===== src/rtl/match_logger_if.sv =====
// Reader-side handshake for match_logger: the head timestamp offered with ready/valid.
// The logger drives through the master modport; the draining logic uses the slave modport.
interface match_logger_if #(
    parameter int TS_W = 16
);
    logic            rd_valid;
    logic            rd_ready;
    logic [TS_W-1:0] rd_ts;

    modport master (
        output rd_valid,
        output rd_ts,
        input  rd_ready
    );

    modport slave (
        input  rd_valid,
        input  rd_ts,
        output rd_ready
    );
endinterface


===== src/rtl/match_logger.sv =====
// Timestamps each detector match into a first-word-fall-through FIFO, with a saturating
// match count and sticky overflow. Optional MATCH_LOGGER_DROP_CNT_EN adds a drop counter.
module match_logger #(
    parameter  int DEPTH = 8,
    parameter  int TS_W  = 16,
    parameter  int CNT_W = 8,
    localparam int LVL_W = $clog2(DEPTH) + 1,
    localparam int PTR_W = $clog2(DEPTH)
) (
    input  logic              clk,
    input  logic              reset,
    input  logic              match,
    input  logic              ts_clear,
    input  logic              clr_overflow,
    match_logger_if.master    rd,
    output logic [LVL_W-1:0]  fifo_level,
    output logic [CNT_W-1:0]  match_count,
`ifdef MATCH_LOGGER_DROP_CNT_EN
    output logic [CNT_W-1:0]  drop_count,
`endif
    output logic              overflow
);

    function automatic logic [CNT_W-1:0] sat_inc(input logic [CNT_W-1:0] v);
        return (&v) ? v : v + CNT_W'(1);
    endfunction

    logic [TS_W-1:0]  ts;
    logic [TS_W-1:0]  mem [DEPTH];
    logic [PTR_W-1:0] wr_ptr;
    logic [PTR_W-1:0] rd_ptr;

    logic full;
    logic empty;
    logic pop;
    logic push;
    logic drop;

    // A pop frees the head slot on the same edge, so a full FIFO still accepts a push then.
    assign full  = (fifo_level == LVL_W'(DEPTH));
    assign empty = (fifo_level == '0);
    assign pop   = ~empty & rd.rd_ready;
    assign push  = match & (~full | pop);
    assign drop  = match & full & ~pop;

    assign rd.rd_valid = ~empty;
    assign rd.rd_ts    = empty ? '0 : mem[rd_ptr];

    always_ff @(posedge clk) begin
        if (reset) begin
            ts <= '0;
        end else if (ts_clear) begin
            ts <= '0;
        end else begin
            ts <= ts + TS_W'(1);
        end
    end

    // Storage carries no reset; validity comes entirely from fifo_level.
    always_ff @(posedge clk) begin
        if (~reset && push) begin
            mem[wr_ptr] <= ts;
        end
    end

    always_ff @(posedge clk) begin
        if (reset) begin
            wr_ptr     <= '0;
            rd_ptr     <= '0;
            fifo_level <= '0;
        end else begin
            if (push) begin
                wr_ptr <= wr_ptr + PTR_W'(1);
            end
            if (pop) begin
                rd_ptr <= rd_ptr + PTR_W'(1);
            end
            unique case ({push, pop})
                2'b10:   fifo_level <= fifo_level + LVL_W'(1);
                2'b01:   fifo_level <= fifo_level - LVL_W'(1);
                default: fifo_level <= fifo_level;
            endcase
        end
    end

    always_ff @(posedge clk) begin
        if (reset) begin
            match_count <= '0;
        end else if (match) begin
            match_count <= sat_inc(match_count);
        end
    end

    // A drop on the same edge as a clear leaves the flag set.
    always_ff @(posedge clk) begin
        if (reset) begin
            overflow <= 1'b0;
        end else if (drop) begin
            overflow <= 1'b1;
        end else if (clr_overflow) begin
            overflow <= 1'b0;
        end
    end

`ifdef MATCH_LOGGER_DROP_CNT_EN
    always_ff @(posedge clk) begin
        if (reset) begin
            drop_count <= '0;
        end else if (clr_overflow) begin
            drop_count <= drop ? CNT_W'(1) : '0;
        end else if (drop) begin
            drop_count <= sat_inc(drop_count);
        end
    end
`endif

endmodule


===== src/flat_wrapper.sv =====
// flat-port wrapper written by rule: the top's interface ports become plain ports
module match_logger_flat 
#(
    parameter  int DEPTH = 8,
    parameter  int TS_W  = 16,
    parameter  int CNT_W = 8,
    localparam int LVL_W = $clog2(DEPTH) + 1,
    localparam int PTR_W = $clog2(DEPTH)
)
  (clk, reset, match, ts_clear, clr_overflow, fifo_level, match_count, overflow, rd_rd_valid, rd_rd_ts, rd_rd_ready);
  match_logger_if #(.TS_W(TS_W)) rd_i ();
  input  logic clk;
  input  logic reset;
  input  logic match;
  input  logic ts_clear;
  input  logic clr_overflow;
  output logic [LVL_W-1:0] fifo_level;
  output logic [CNT_W-1:0] match_count;
  output logic overflow;
  output wire logic [$bits(rd_i.rd_valid)-1:0] rd_rd_valid;
  output wire logic [$bits(rd_i.rd_ts)-1:0] rd_rd_ts;
  input wire logic [$bits(rd_i.rd_ready)-1:0] rd_rd_ready;
  assign rd_rd_valid = rd_i.rd_valid;
  assign rd_rd_ts = rd_i.rd_ts;
  assign rd_i.rd_ready = rd_rd_ready;
  match_logger #(.DEPTH(DEPTH), .TS_W(TS_W), .CNT_W(CNT_W)) u_core (.clk(clk), .reset(reset), .match(match), .ts_clear(ts_clear), .clr_overflow(clr_overflow), .rd(rd_i), .fifo_level(fifo_level), .match_count(match_count), .overflow(overflow));
endmodule

===== config.mk =====
export PLATFORM = sky130hd
export DESIGN_NAME = match_logger_flat
export DESIGN_NICKNAME = d
export VERILOG_FILES = /design/src/rtl/match_logger_if.sv /design/src/rtl/match_logger.sv /design/src/flat_wrapper.sv
export SDC_FILE = /design/constraint.sdc
export NUM_CORES = 1
export LEC_CHECK = 0
export ABC_AREA = 1
export CAP_MARGIN = 15
export CORE_UTILIZATION = 30
export DETAILED_ROUTE_END_ITERATION = 8
export SYNTH_ARGS = -nofsm -noshare
export SYNTH_HDL_FRONTEND = slang
export SYNTH_SLANG_ARGS = --single-unit
export TNS_END_PERCENT = 1

===== constraint.sdc =====
create_clock -name clk -period 4 [get_ports clk]
set_input_delay 0.4 -clock clk [delete_from_list [all_inputs] [get_ports clk]]
set_output_delay 0.4 -clock clk [all_outputs]
set_load 0.05 [all_outputs]

==> impl_metrics.tcl, run 1 <==
set metrics [dict create \
    numCtsBuffers 17 \
    signed_area_change_from_the_synthesized_netlist_to_the_final_layout_pct 18.4 \
    grt_use_met2_pct 21.8 \
    detail_route.first_pass.iterations 4 \
    ys_warn_count 0 \
    top_level_ports 36 \
    synth_xor_area_share_pct 0.633 \
    fin_area_um2 8190 \
    max-slew-margin-rel_pct 24.7 \
    holdCritPathClass "reg -> reg" \
    die_w_um 154 \
    worst-endpoint-required_ps 3600 \
    via_count 4552 \
    finalNetCount 686 \
    power.share.clock_pct 36.2 \
    globalplace.congestion 0.767 \
    post_route_clock_period_utilization_pct 87.8 \
    swShare_pct 31.5 \
    cts-root-to-sink-buffers 2 \
    netSwitchingPower_mw 1.43 \
    cell_row_count 55 \
    worstMarginPinSlew_ps 1130 \
    yosysSeqAreaShare_pct 66.5 \
    grt.met3_usage_pct 2.76 \
    finalSetupViolCount 0 \
    synth_top_family_by_area "simple AND/OR/NAND/NOR gates" \
    final_period_minus_worst_setup_slack_ps 3510 \
    holdBufCountCts 0 \
    antenna_cells 0 \
    clockRootBuffer "sky130_fd_sc_hd__clkbuf_16" \
    comb_power_share_pct 20.7 \
    critPathCaptureType "primary output" \
    synth_mux_area_share_pct 0 \
    most_frequent_cells_in_the_layout "sky130_fd_sc_hd__nor2_1, sky130_fd_sc_hd__edfxtp_1, sky130_fd_sc_hd__o21ai_1, sky130_fd_sc_hd__o21ai_0, sky130_fd_sc_hd__nand2_1" \
    met1_usage_pct 16.6 \
    postPlaceCellArea_um2 7590 \
    drc 0 \
    totalWireLength_mm 14.8 \
    power.leakage_nw 2.93 \
    die_area_um2 23700 \
    rsz0062_at_grt "false" \
    place.detailed.hpwl_mm 8.79 \
    cell_internal_pwr_mw 3.12 \
    result_of_the_run "finished, final reports clean" \
    clock-skew-final_ps 8.14 \
    max_cap_violations 0 \
    timing_hold_violations_final 0 \
    grt_pass1_vias 4323 \
    yosys_register_bits 166 \
    sequentialPowerShare_pct 43.2 \
    drv_slew 0 \
    tritoncts "yes" \
    clk_transition_reported_paths_ps 60 \
    start_util_pct 30.6 \
    post_cts_resize_count 0 \
    layout.filler_cells 2144 \
    grt_start_max_net_pins 65 \
    place.port_buffers 35 \
    average_wire_per_standard_cell_um 15.2 \
    cts.sinks 166 \
    synthesized_instance_count 636 \
    synth_nets 647 \
    grt_util_all_layers_pct 13.2 \
    yosys.area_share.simple_pct 15.8 \
    fp.dieH_um 154 \
    holdWs_ps 469 \
    clock_latency_ps 430 \
    post_route_cells_drive_above_1_share_pct 11.9 \
    timing.setup.critical_path_class "reg -> out" \
    grt_first_pass_wirelength_mm 23.7 \
    antenna_left 0 \
    remaining_global_route_overflow 0 \
    core_area_um2 22600 \
    final_common_cell "sky130_fd_sc_hd__nor2_1" \
    setup-tns-final_ps 0 \
    clock_tree.htree_level_count 4 \
    synth_compound_area_share_pct 11.5 \
    initial_antenna_violation_count 0 \
    post_drt_via_cell_ratio 4.68 \
    synthDistinctLibCells 34 \
    cp_data_arrival_time_ps 3110 \
    post_synth_instance_area_um2 6920 \
    postCtsSetupBuffers 0 \
    grt_busiest_layer "met2" \
    fmax_mhz 285 \
    irDropWorstVdd_mv 0.234 \
    crit_path_start_kind "flop" \
    critPathMaxFanout 39 \
    power_density_nw_per_um2 556 \
    synth_area_per_cell_um2 10.9 \
    synth-adder-area-share_pct 0.904 \
    first_iter_violations 360 \
]
## metal layers
layer / routed length (um) / vias to the layer above
met5: 0 / -
met4: 246 / 0
met3: 550 / 17
met2: 7110 / 84
met1: 6890 / 2159
li1: - / 2292
## power by group through the flow
stage / clock, mW / combinational (mW) / sequential [mW]
floorplan: 0 / 0.718 / 1.97
global placement: 0 / 0.945 / 2.00
detailed placement: 0 / 0.949 / 2.00
CTS: 1.67 / 0.951 / 1.97
global route: 1.74 / 1.03 / 1.98
finish: 1.65 / 0.940 / 1.97
## synth_stat cells
library cell / instances / area (um^2)
sky130_fd_sc_hd__inv_2: 5 / 18.8
sky130_fd_sc_hd__or2_0: 2 / 12.5
sky130_fd_sc_hd__buf_2: 10 / 50.1
sky130_fd_sc_hd__nor2_4: 3 / 33.8
sky130_fd_sc_hd__ha_1: 5 / 62.6
sky130_fd_sc_hd__o21a_1: 1 / 7.51
sky130_fd_sc_hd__o21bai_2: 1 / 11.3
sky130_fd_sc_hd__o21ai_1: 49 / 245
sky130_fd_sc_hd__nor2_1: 153 / 574
sky130_fd_sc_hd__nor2_2: 6 / 37.5
sky130_fd_sc_hd__nor3_2: 2 / 20.0
sky130_fd_sc_hd__nand2_1: 45 / 169
sky130_fd_sc_hd__nand3_1: 13 / 65.1
sky130_fd_sc_hd__nand4_1: 7 / 43.8
sky130_fd_sc_hd__nand3_2: 4 / 40.0
sky130_fd_sc_hd__xor2_1: 2 / 17.5
sky130_fd_sc_hd__buf_1: 1 / 3.75
sky130_fd_sc_hd__o21bai_1: 1 / 7.51
sky130_fd_sc_hd__clkbuf_1: 8 / 30.0
sky130_fd_sc_hd__buf_6: 6 / 67.6
sky130_fd_sc_hd__xnor2_1: 3 / 26.3
sky130_fd_sc_hd__a21oi_1: 25 / 125
sky130_fd_sc_hd__edfxtp_1: 128 / 3840
sky130_fd_sc_hd__buf_4: 2 / 15.0
sky130_fd_sc_hd__a211oi_1: 1 / 7.51
sky130_fd_sc_hd__o32ai_1: 16 / 140
sky130_fd_sc_hd__nor3_1: 7 / 35.0
sky130_fd_sc_hd__dfxtp_1: 38 / 761
sky130_fd_sc_hd__inv_1: 36 / 135
sky130_fd_sc_hd__a21oi_4: 1 / 16.3
sky130_fd_sc_hd__nand2_2: 5 / 31.3
sky130_fd_sc_hd__nand2_4: 2 / 22.5
sky130_fd_sc_hd__o21ai_0: 47 / 235
sky130_fd_sc_hd__nor3b_1: 1 / 7.51
## cells by family after synthesis
family,after synthesis
and+or+nand+nor,250
DFF,166
AOI/OAI and AO/OA,142
buffers and inverters,68
xor gates and xnor gates,5
adders and majority gates,5
## stage by stage
stage	power, mW	worst slack [ps]	utilization [%]	instances
6_report	4.55	489	36.2	973
5_1_grt	4.75	296	36.2	973
4_1_cts	4.58	472	36.2	973
3_5_place_dp	2.95	943	33.5	941
3_3_place_gp	2.94	971	33.5	941
2_1_floorplan	2.69	1210	-	636
## path summary, 6_finish.rpt
| check | startpoint | endpoint | slack [ps] | depth (start not counted) |
|---|---|---|---|---|
| hold / removal | u_core.overflow | u_core.overflow | 470 | 2 |
| setup / recovery | flop | rd_rd_ts[4] | 490 | 8 |
| hold reg to reg | u_core.overflow | u_core.overflow | 470 | 2 |
| setup reg to reg | u_core.fifo_level[0] | u_core.mem[3][15] | 2090 | 7 |
## state kept, by name, indices dropped and copies added, names as in the netlist, named ones only
name                flops
u_core.match_count      8
u_core.rd_ptr           3
u_core.overflow         1
u_core.ts              16
u_core.mem            128
u_core.fifo_level       4
u_core.wr_ptr           3
## cell type report
class	instances	area, um^2	share of cell area (%)
well taps	285	357	4.35
multi-input cells	402	2020	24.7
inverters	41	154	1.88
flip-flops and latches	166	4610	56.3
clock buffers	18	429	5.24
repair buffers	47	453	5.53
clock inverters	14	165	2.02
## critical path: stages (launching register included)
cell and delay (ps):
sky130_fd_sc_hd__dfxtp_2 800, sky130_fd_sc_hd__buf_4 400, sky130_fd_sc_hd__nor2_1 90, sky130_fd_sc_hd__nor2_1 80, sky130_fd_sc_hd__o21ai_1 90, sky130_fd_sc_hd__o21ai_1 100
sky130_fd_sc_hd__o21ai_1 70, sky130_fd_sc_hd__nor2_1 200, sky130_fd_sc_hd__clkdlybuf4s50_1 840
Note: power is estimated with default switching activity, not from simulation.
==> run 2: changes to the inputs <==
--- a/config.mk
+++ b/config.mk
@@ -9,6 +9,8 @@
 export CAP_MARGIN = 15
 export CORE_UTILIZATION = 30
 export DETAILED_ROUTE_END_ITERATION = 8
+export SKIP_CTS_REPAIR_TIMING = 1
+export SLEW_MARGIN = 5
 export SYNTH_ARGS = -nofsm -noshare
 export SYNTH_HDL_FRONTEND = slang
 export SYNTH_SLANG_ARGS = --single-unit
==> results of run 2 <==
No change in the layout: final DEF, timing and power equal those of run 1.
==> run 3: changes to the inputs <==
--- a/config.mk
+++ b/config.mk
@@ -10,7 +10,7 @@
 export CORE_UTILIZATION = 30
 export DETAILED_ROUTE_END_ITERATION = 8
 export SKIP_CTS_REPAIR_TIMING = 1
-export SLEW_MARGIN = 5
+export SLEW_MARGIN = 40
 export SYNTH_ARGS = -nofsm -noshare
 export SYNTH_HDL_FRONTEND = slang
 export SYNTH_SLANG_ARGS = --single-unit
==> run 3 against run 2 <==
First-iteration DRC count up 27%. Critical path type unchanged. Highest routed layer unchanged. Worst hold slack worse by 0.55 ps. Register-to-register slack better by 40 ps. Clock skew up 7.7 ps. Non-clock buffer count unchanged. Power down 0.68%. Flip-flop and latch count unchanged.
==> impl_metrics.tcl, run 3 (synthesized netlist as in run 1, its figures left out) <==
set metrics [dict create \
    swShare_pct 30.9 \
    postPlaceCellArea_um2 7600 \
    area_of_combinational_cells_with_multiple_inputs_um2 2020 \
    worstMarginPinSlew_ps 708 \
    seq_area_um2 4610 \
    die_area_um2 23700 \
    die_w_um 154 \
    cell_internal_pwr_mw 3.13 \
    clock_latency_ps 430 \
    fin_util_pct 36.2 \
    grt_start_max_net_pins 65 \
    final_common_cell "sky130_fd_sc_hd__nor2_1" \
    largest_register_ffs 128 \
    finalNetCount 686 \
    drv_slew 0 \
    comb_power_share_pct 20.8 \
    tritoncts "yes" \
    holdCritPathClass "reg -> reg" \
    clock-skew-final_ps 15.8 \
    critPathMaxFanout 39 \
    cp_cell_sequence "buf_4, nor2_1, o32ai_1, nor2_1, nor2_1, clkdlybuf4s50_1" \
    rsz0062_at_grt "false" \
    antenna_cells 0 \
    largest_registers_in_the_final_layout "u_core.mem: 128 flops, u_core.ts: 16 flops, u_core.match_count: 8 flops" \
    critical-path-max-stage-delay_ps 840 \
    clock_tree.htree_level_count 4 \
    timing_hold_violations_final 0 \
    instances_no_fill 973 \
    max-slew-margin-rel_pct 52.8 \
    totalWireLength_mm 14.7 \
    power.share.clock_pct 35.8 \
    finalSetupViolCount 0 \
    place.detailed.hpwl_mm 8.75 \
    antenna_left 0 \
    drc 0 \
    grt_util_all_layers_pct 13.0 \
    timing.setup.critical_path_class "reg -> out" \
    globalplace.congestion 0.767 \
    detail_route.first_pass.iterations 4 \
    irDropWorstVdd_mv 0.289 \
    power_density_nw_per_um2 552 \
    netSwitchingPower_mw 1.40 \
    crit_path_start_kind "flop" \
    most_frequent_cells_in_the_layout "sky130_fd_sc_hd__nor2_1, sky130_fd_sc_hd__edfxtp_1, sky130_fd_sc_hd__o21ai_1, sky130_fd_sc_hd__o21ai_0, sky130_fd_sc_hd__nand2_1" \
    grt_pass1_vias 4379 \
    placed_cells 941 \
    signed_area_change_from_the_synthesized_netlist_to_the_final_layout_pct 18.3 \
    sequentialPowerShare_pct 43.5 \
    remaining_global_route_overflow 0 \
    max_cap_violations 0 \
    cts-root-to-sink-buffers 2 \
    initial_antenna_violation_count 0 \
    numCtsBuffers 17 \
    timing.critical_path.mode_cell "sky130_fd_sc_hd__nor2_1" \
    result_of_the_run "finished, final reports clean" \
    clk_transition_reported_paths_ps 60 \
    fp.dieH_um 154 \
    top_level_ports 36 \
    grt_first_pass_wirelength_mm 23.7 \
    via_count 4509 \
    cp_data_arrival_time_ps 3080 \
    average_wire_per_standard_cell_um 15.1 \
    critPathCaptureType "primary output" \
    fin_area_um2 8190 \
    post_route_clock_period_utilization_pct 87.0 \
    post_drt_via_cell_ratio 4.63 \
    core_area_um2 22600 \
    layout.filler_cells 2162 \
    post_route_cells_drive_above_1_share_pct 11.9 \
    power.leakage_nw 2.93 \
    cell_row_count 55 \
    crit_slowest_cell "sky130_fd_sc_hd__clkdlybuf4s50_1" \
    largest_register "u_core.mem" \
    start_util_pct 30.6 \
    final_period_minus_worst_setup_slack_ps 3480 \
    worst-endpoint-required_ps 3600 \
    setup-tns-final_ps 0 \
    first_iter_violations 457 \
    cts.sinks 166 \
    clockRootBuffer "sky130_fd_sc_hd__clkbuf_16" \
    p_total_mw 4.52 \
    place.port_buffers 35 \
    fmax_mhz 287 \
]
run 3: changes by cell type in the layout (fill, tap and decap cells not counted), sizes merged:
cell,previous run,this run
clkbuf,18,19
clkinvlp,4,5
inv,47,45
run 3: critical path, delay by kind of cell, from the launching register on:
family / cells / cell delay, ps
AOI/OAI and AO/OA: 1 / 310
buffers and inverters: 2 / 1230
DFF: 1 / 790
and+or+nand+nor: 3 / 320
run 3: worst paths after layout:
check	start	to	slack (ps)	cells past startpoint
min	u_core.overflow	u_core.overflow	470	2
min reg2reg	u_core.overflow	u_core.overflow	470	2
max reg2reg	u_core.fifo_level[2]	u_core.mem[3][3]	2130	7
max	flop	rd_rd_ts[12]	520	6
run 3: final cells by class:
cell class              count  area share, %
clock inverters            13           1.79
clock buffers              19           5.41
flip-flops and latches    166           56.3
multi-input cells         402           24.7
repair buffers             47           5.53
well taps                 285           4.36
inverters                  41           1.88
run 3: per-stage QoR:
step                hold WS (ps)  worst slack [ps]
floorplan                    433              1210
global placement             454               971
detailed placement           462               960
CTS                          471               440
global route                 503               296
finish                       468               521
run 3: power groups by stage:
stage	sequential (mW)	clock [mW]	combinational [mW]
after floorplan	1.97	0	0.718
after global placement	2.00	0	0.945
after detailed placement	2.00	0	0.947
after CTS	1.97	1.65	0.952
after global routing	1.98	1.73	1.03
final	1.97	1.62	0.939
run 3: routing by layer:
layer / GRT usage (%) / vias up / part of all wire [%]
met4: 4.33 / 0 / 1.2
li1: - / 2295 / -
met3: 3.04 / 13 / 5.8
met5: 0 / - / 0
met2: 21.7 / 99 / 48
met1: 16.7 / 2102 / 45
==> edit 1: new RTL, settings of run 1 <==
Put one more register stage on the output `fifo_level`. The value now appears one clock later. The other outputs are not delayed to match.
--- a/src/rtl/match_logger.sv
+++ b/src/rtl/match_logger.sv
@@ -22,4 +22,6 @@
 );
 
+    logic [LVL_W-1:0] fifo_level_s0;
+
     function automatic logic [CNT_W-1:0] sat_inc(input logic [CNT_W-1:0] v);
         return (&v) ? v : v + CNT_W'(1);
@@ -38,6 +40,6 @@
 
     // A pop frees the head slot on the same edge, so a full FIFO still accepts a push then.
-    assign full  = (fifo_level == LVL_W'(DEPTH));
-    assign empty = (fifo_level == '0);
+    assign full  = (fifo_level_s0 == LVL_W'(DEPTH));
+    assign empty = (fifo_level_s0 == '0);
     assign pop   = ~empty & rd.rd_ready;
     assign push  = match & (~full | pop);
@@ -68,5 +70,5 @@
             wr_ptr     <= '0;
             rd_ptr     <= '0;
-            fifo_level <= '0;
+            fifo_level_s0 <= '0;
         end else begin
             if (push) begin
@@ -77,7 +79,7 @@
             end
             unique case ({push, pop})
-                2'b10:   fifo_level <= fifo_level + LVL_W'(1);
-                2'b01:   fifo_level <= fifo_level - LVL_W'(1);
-                default: fifo_level <= fifo_level;
+                2'b10:   fifo_level_s0 <= fifo_level_s0 + LVL_W'(1);
+                2'b01:   fifo_level_s0 <= fifo_level_s0 - LVL_W'(1);
+                default: fifo_level_s0 <= fifo_level_s0;
             endcase
         end
@@ -115,4 +117,8 @@
 `endif
 
+    always_ff @(posedge clk) begin
+        fifo_level <= fifo_level_s0;
+    end
+
 endmodule
 
Formal check against the unedited RTL: not equivalent (a bounded check fails within 4 cycles, from zero or initial values and one cycle with reset high).
==> edit 1 against run 1 <==
- utilization grew 0.22 points
- final area grew 1.2%
- setup slack gained 0.067 ns
- power shrank 1.1%
- sequential cell count grew 4
- synthesized area grew 1.3%
- combinational power grew 0.6%
- routed wire length grew 0.26%
- sequential share of layout area grew 0.30 points
- largest power group unchanged
==> edit 1: results (changes against run 1) <==
metric	value	unit	change
status	finished, final reports clean		
Setup WS pre-CTS	0.941	ns	-0.00215 ns
Worst path max stage delay	0.71	ns	-0.13 ns
Worst Path Max Fanout	36		-7.7%
crit start category	register		
routed vias	4632		+1.8%
drt initial violations	421		+17%
HP Start	u_core.fifo_level_s0[3]		
vias in the first global route	4367		+1.0%
dpl hpwl	8.81	mm	+0.20%
share of cells above drive strength 1	0.119		-0.000345
Clk Latency, worst-skew pair	0.42	ns	
H-Tree Depth	4		unchanged
Port Buffers	35		unchanged
largest net degree at the start of global routing	52		-20%
sequential share of the synthesized area	0.668		+0.00299
Netlist cell types	35		+2.9%
post-CTS setup buffer count	0		unchanged
synthesized net count	647		unchanged
root buffer cell	clkbuf_16		
CP delay by family, top	buffers and inverters		
# diodes	0		unchanged
synth top area cells	edfxtp_1, dfxtp_1, nor2_1, o21ai_0, nand2_1		
antenna violations before repair	0		unchanged
Critical Path AT	3.04	ns	-0.07 ns
Synth async-reset ratio	0		unchanged
total leakage power	0.00297	µW	+1.4%
Worst path slowest cell	clkdlybuf4s50_1		
Final nets	688		+0.29%
end of the worst register-to-register path	u_core.fifo_level_s0[2]		
Post-synth EDFFs	128		unchanged
hold depth	0		-2
WHS Endpoint	u_core.fifo_level[3]		
global-route wire length before repair	23.7	mm	about the same
CTS max path bufs	2		unchanged
internal reg-to-reg setup slack	2.17	ns	+0.08 ns
Resized cells post-CTS	0		unchanged
Reg clk slew, reported paths	0.06	ns	about the same
maximum VDD drop	0.226	mV	-3.3%
CTS Buf Count	17		unchanged
first-pass iteration count of the detailed router	5		+1
R2R cell count	12		+5
GP Congestion	0.748		-2.5%
Synth Flop Type	edfxtp_1		
most frequent cells after synthesis	nor2_1, edfxtp_1, o21ai_0, nand2_1, dfxtp_1		
Yosys warning total	0		unchanged
Wirelength per Cell	14.8	µm	-2.7%
measured slew at the worst slew-check pin	0.900	ns	-0.229 ns
total track usage	0.131		-0.000701
Largest regs	u_core.mem (128), u_core.ts (16), u_core.match_count (8)		
Clock Skews	0.00689	ns	-0.00125 ns
Hold Path Class	register to register		
reg2reg start	u_core.fifo_level_s0[0]		
edit 1: changes by cell type after synthesis, moves of 3 or more:
| cell | delta |
|---|---|
| dfxtp_1 | +4 |
| inv_1 | -5 |
| nand3_1 | -3 |
| o21ai_0 | +24 |
| o21ai_1 | -25 |
edit 1: cell type report:
cell class	count	area, µm²
Fill cell	2173	14500
Sequential cell	170	4690
Multi-Input combinational cell	403	2050
Timing Repair Buffer	48	460
Clock buffer	19	443
Tap cell	313	392
Inverter	37	139
Clock inverter	13	119
edit 1: where the power goes:
group / switching [µW] / internal, µW
clock: 675 / 879
sequential: 81.8 / 1920
combinational: 639 / 306
edit 1: layer usage:
metal  wire (µm)  global-route usage
met2        7250               0.212
met3         683              0.0297
met4         233              0.0509
met5           0                   0
met1        6670               0.170
edit 1: kinds of logic after synthesis:
group / count (synthesis) / synth area share
compound gates: 140 / 0.112
xor+xnor: 8 / 0.0100
fa+ha+maj: 5 / 0.00893
buf+inv: 63 / 0.0421
flops: 170 / 0.668
simple gates: 250 / 0.159
edit 1: stage by stage:
step                hold slack [ns]  instances   util  instance area, µm²
finish                        0.440       1003  0.364                8290
global route                  0.454       1003  0.364                8290
CTS                           0.443       1003  0.364                8290
detailed placement            0.432        971  0.339                7730
global placement              0.431        971  0.339                7730
floorplan                     0.398        636      -                7010
edit 1: worst max path at each step:
stage	end	slack [ns]	cells past startpoint
after floorplan	u_core.mem[0][0]	1.63	6
after global placement	rd_rd_ts[8]	0.95	8
after detailed placement	rd_rd_ts[4]	0.94	8
after CTS	rd_rd_ts[4]	0.47	8
after global routing	rd_rd_ts[8]	0.23	7
final	rd_rd_ts[8]	0.56	7
==> edit 2: new RTL, settings of run 1 <==
Made on the original files. `DEPTH` is set to 8 in 2 places; all go to 32.
--- a/src/rtl/match_logger.sv
+++ b/src/rtl/match_logger.sv
@@ -2,5 +2,5 @@
 // match count and sticky overflow. Optional MATCH_LOGGER_DROP_CNT_EN adds a drop counter.
 module match_logger #(
-    parameter  int DEPTH = 8,
+    parameter  int DEPTH = 32,
     parameter  int TS_W  = 16,
     parameter  int CNT_W = 8,
--- a/src/flat_wrapper.sv
+++ b/src/flat_wrapper.sv
@@ -2,5 +2,5 @@
 module match_logger_flat 
 #(
-    parameter  int DEPTH = 8,
+    parameter  int DEPTH = 32,
     parameter  int TS_W  = 16,
     parameter  int CNT_W = 8,
Ports: changed (resized fifo_level); port bits go from 36 to 38. No check against the original RTL was run, so the function may have changed too.
==> edit 2 against run 1 <==
- the flow now finishes with violations (DRC)
- final area grew to 3.2 times the old value
- utilization shrank 0.93 points
- sequential cell count grew 392
- setup slack lost 0.077 ns
- clock skew increased by 0.017 ns
- final cell count rose to 2.9 times the old value
- power rose to 3.2 times the old value
- largest cell class unchanged
- routed wire length increased to 4.0 times the old value
- highest routed layer unchanged
- synthesized area grew to 3.2 times the old value
- combinational power rose to 3.1 times the old value
- critical endpoint is now rd_rd_ts[14]
- critical path depth up 1
- die area rose to 3.2 times the old value
==> edit 2: results (changes against run 1) <==
metric	value	unit	change
sequential fraction of design power	0.447		+0.015
Placed Area	24100	µm²	+220%
Netlist cell types	43		+26%
Post-synth EDFFs	512		+300%
placed cell count	2695		+190%
met3 usage	0.0257		-0.00196
sequential share of the synthesized area	0.730		+0.0643
largest net degree at the start of global routing	136		+110%
Non-clock buffer share	0.0451		-0.0102
Setup WS pre-CTS	1.09	ns	+0.148 ns
#MultiIn Comb	1019		+150%
Wirelength per Cell	21.0	µm	+38%
Worst path max stage delay	0.44	ns	-0.40 ns
total track usage	0.154		+0.0228
fin area	25800	µm²	+220%
Met3 Wirelength	4.47	mm	+710%
Pint	10200	µW	+230%
CTS Buf Count	56		+39
violated checks	DRC		
status	finished, violations left		
Clock-cell share	0.0680		-0.00456
WL met2	28.3	mm	+300%
share of cells above drive strength 1	0.103		-0.0162
Worst Path Max Fanout	85		+120%
synthesized net count	1755		+170%
drt drc	1		+1
measured slew at the worst slew-check pin	1.05	ns	-0.0792 ns
## edit 2: cell types whose count changed after synthesis, sizes merged, moves of 25 or more
| cell | delta |
|---|---|
| clkbuf | +52 |
| edfxtp | +384 |
| o221ai | +103 |
| o21ai | +205 |
| nand3 | +62 |
| buf | +34 |
| o22ai | +25 |
| nor2 | +186 |
## edit 2: path summary, 6_finish.rpt
kind,from,endpoint,slack [ns],cells past startpoint
worst max-delay path,register,rd_rd_ts[14],0.41,9
worst min-delay path,clr_overflow,u_core.overflow,0.42,4
worst max register to register,u_core.ts[2],u_core.ts[14],1.60,11
worst min register to register,u_core.overflow,u_core.overflow,0.48,2
## edit 2: cells by family (layout without fill, tap and decap cells)
logic type                 after synthesis  count (layout)  synth area share
xor gates and xnor gates                 2               2          0.000785
adders and majority gates                8               8           0.00448
buffers and inverters                  164             259            0.0369
DFF                                    558             558             0.730
AOI/OAI and AO/OA                      491             491             0.131
and+or+nand+nor                        518             518            0.0974
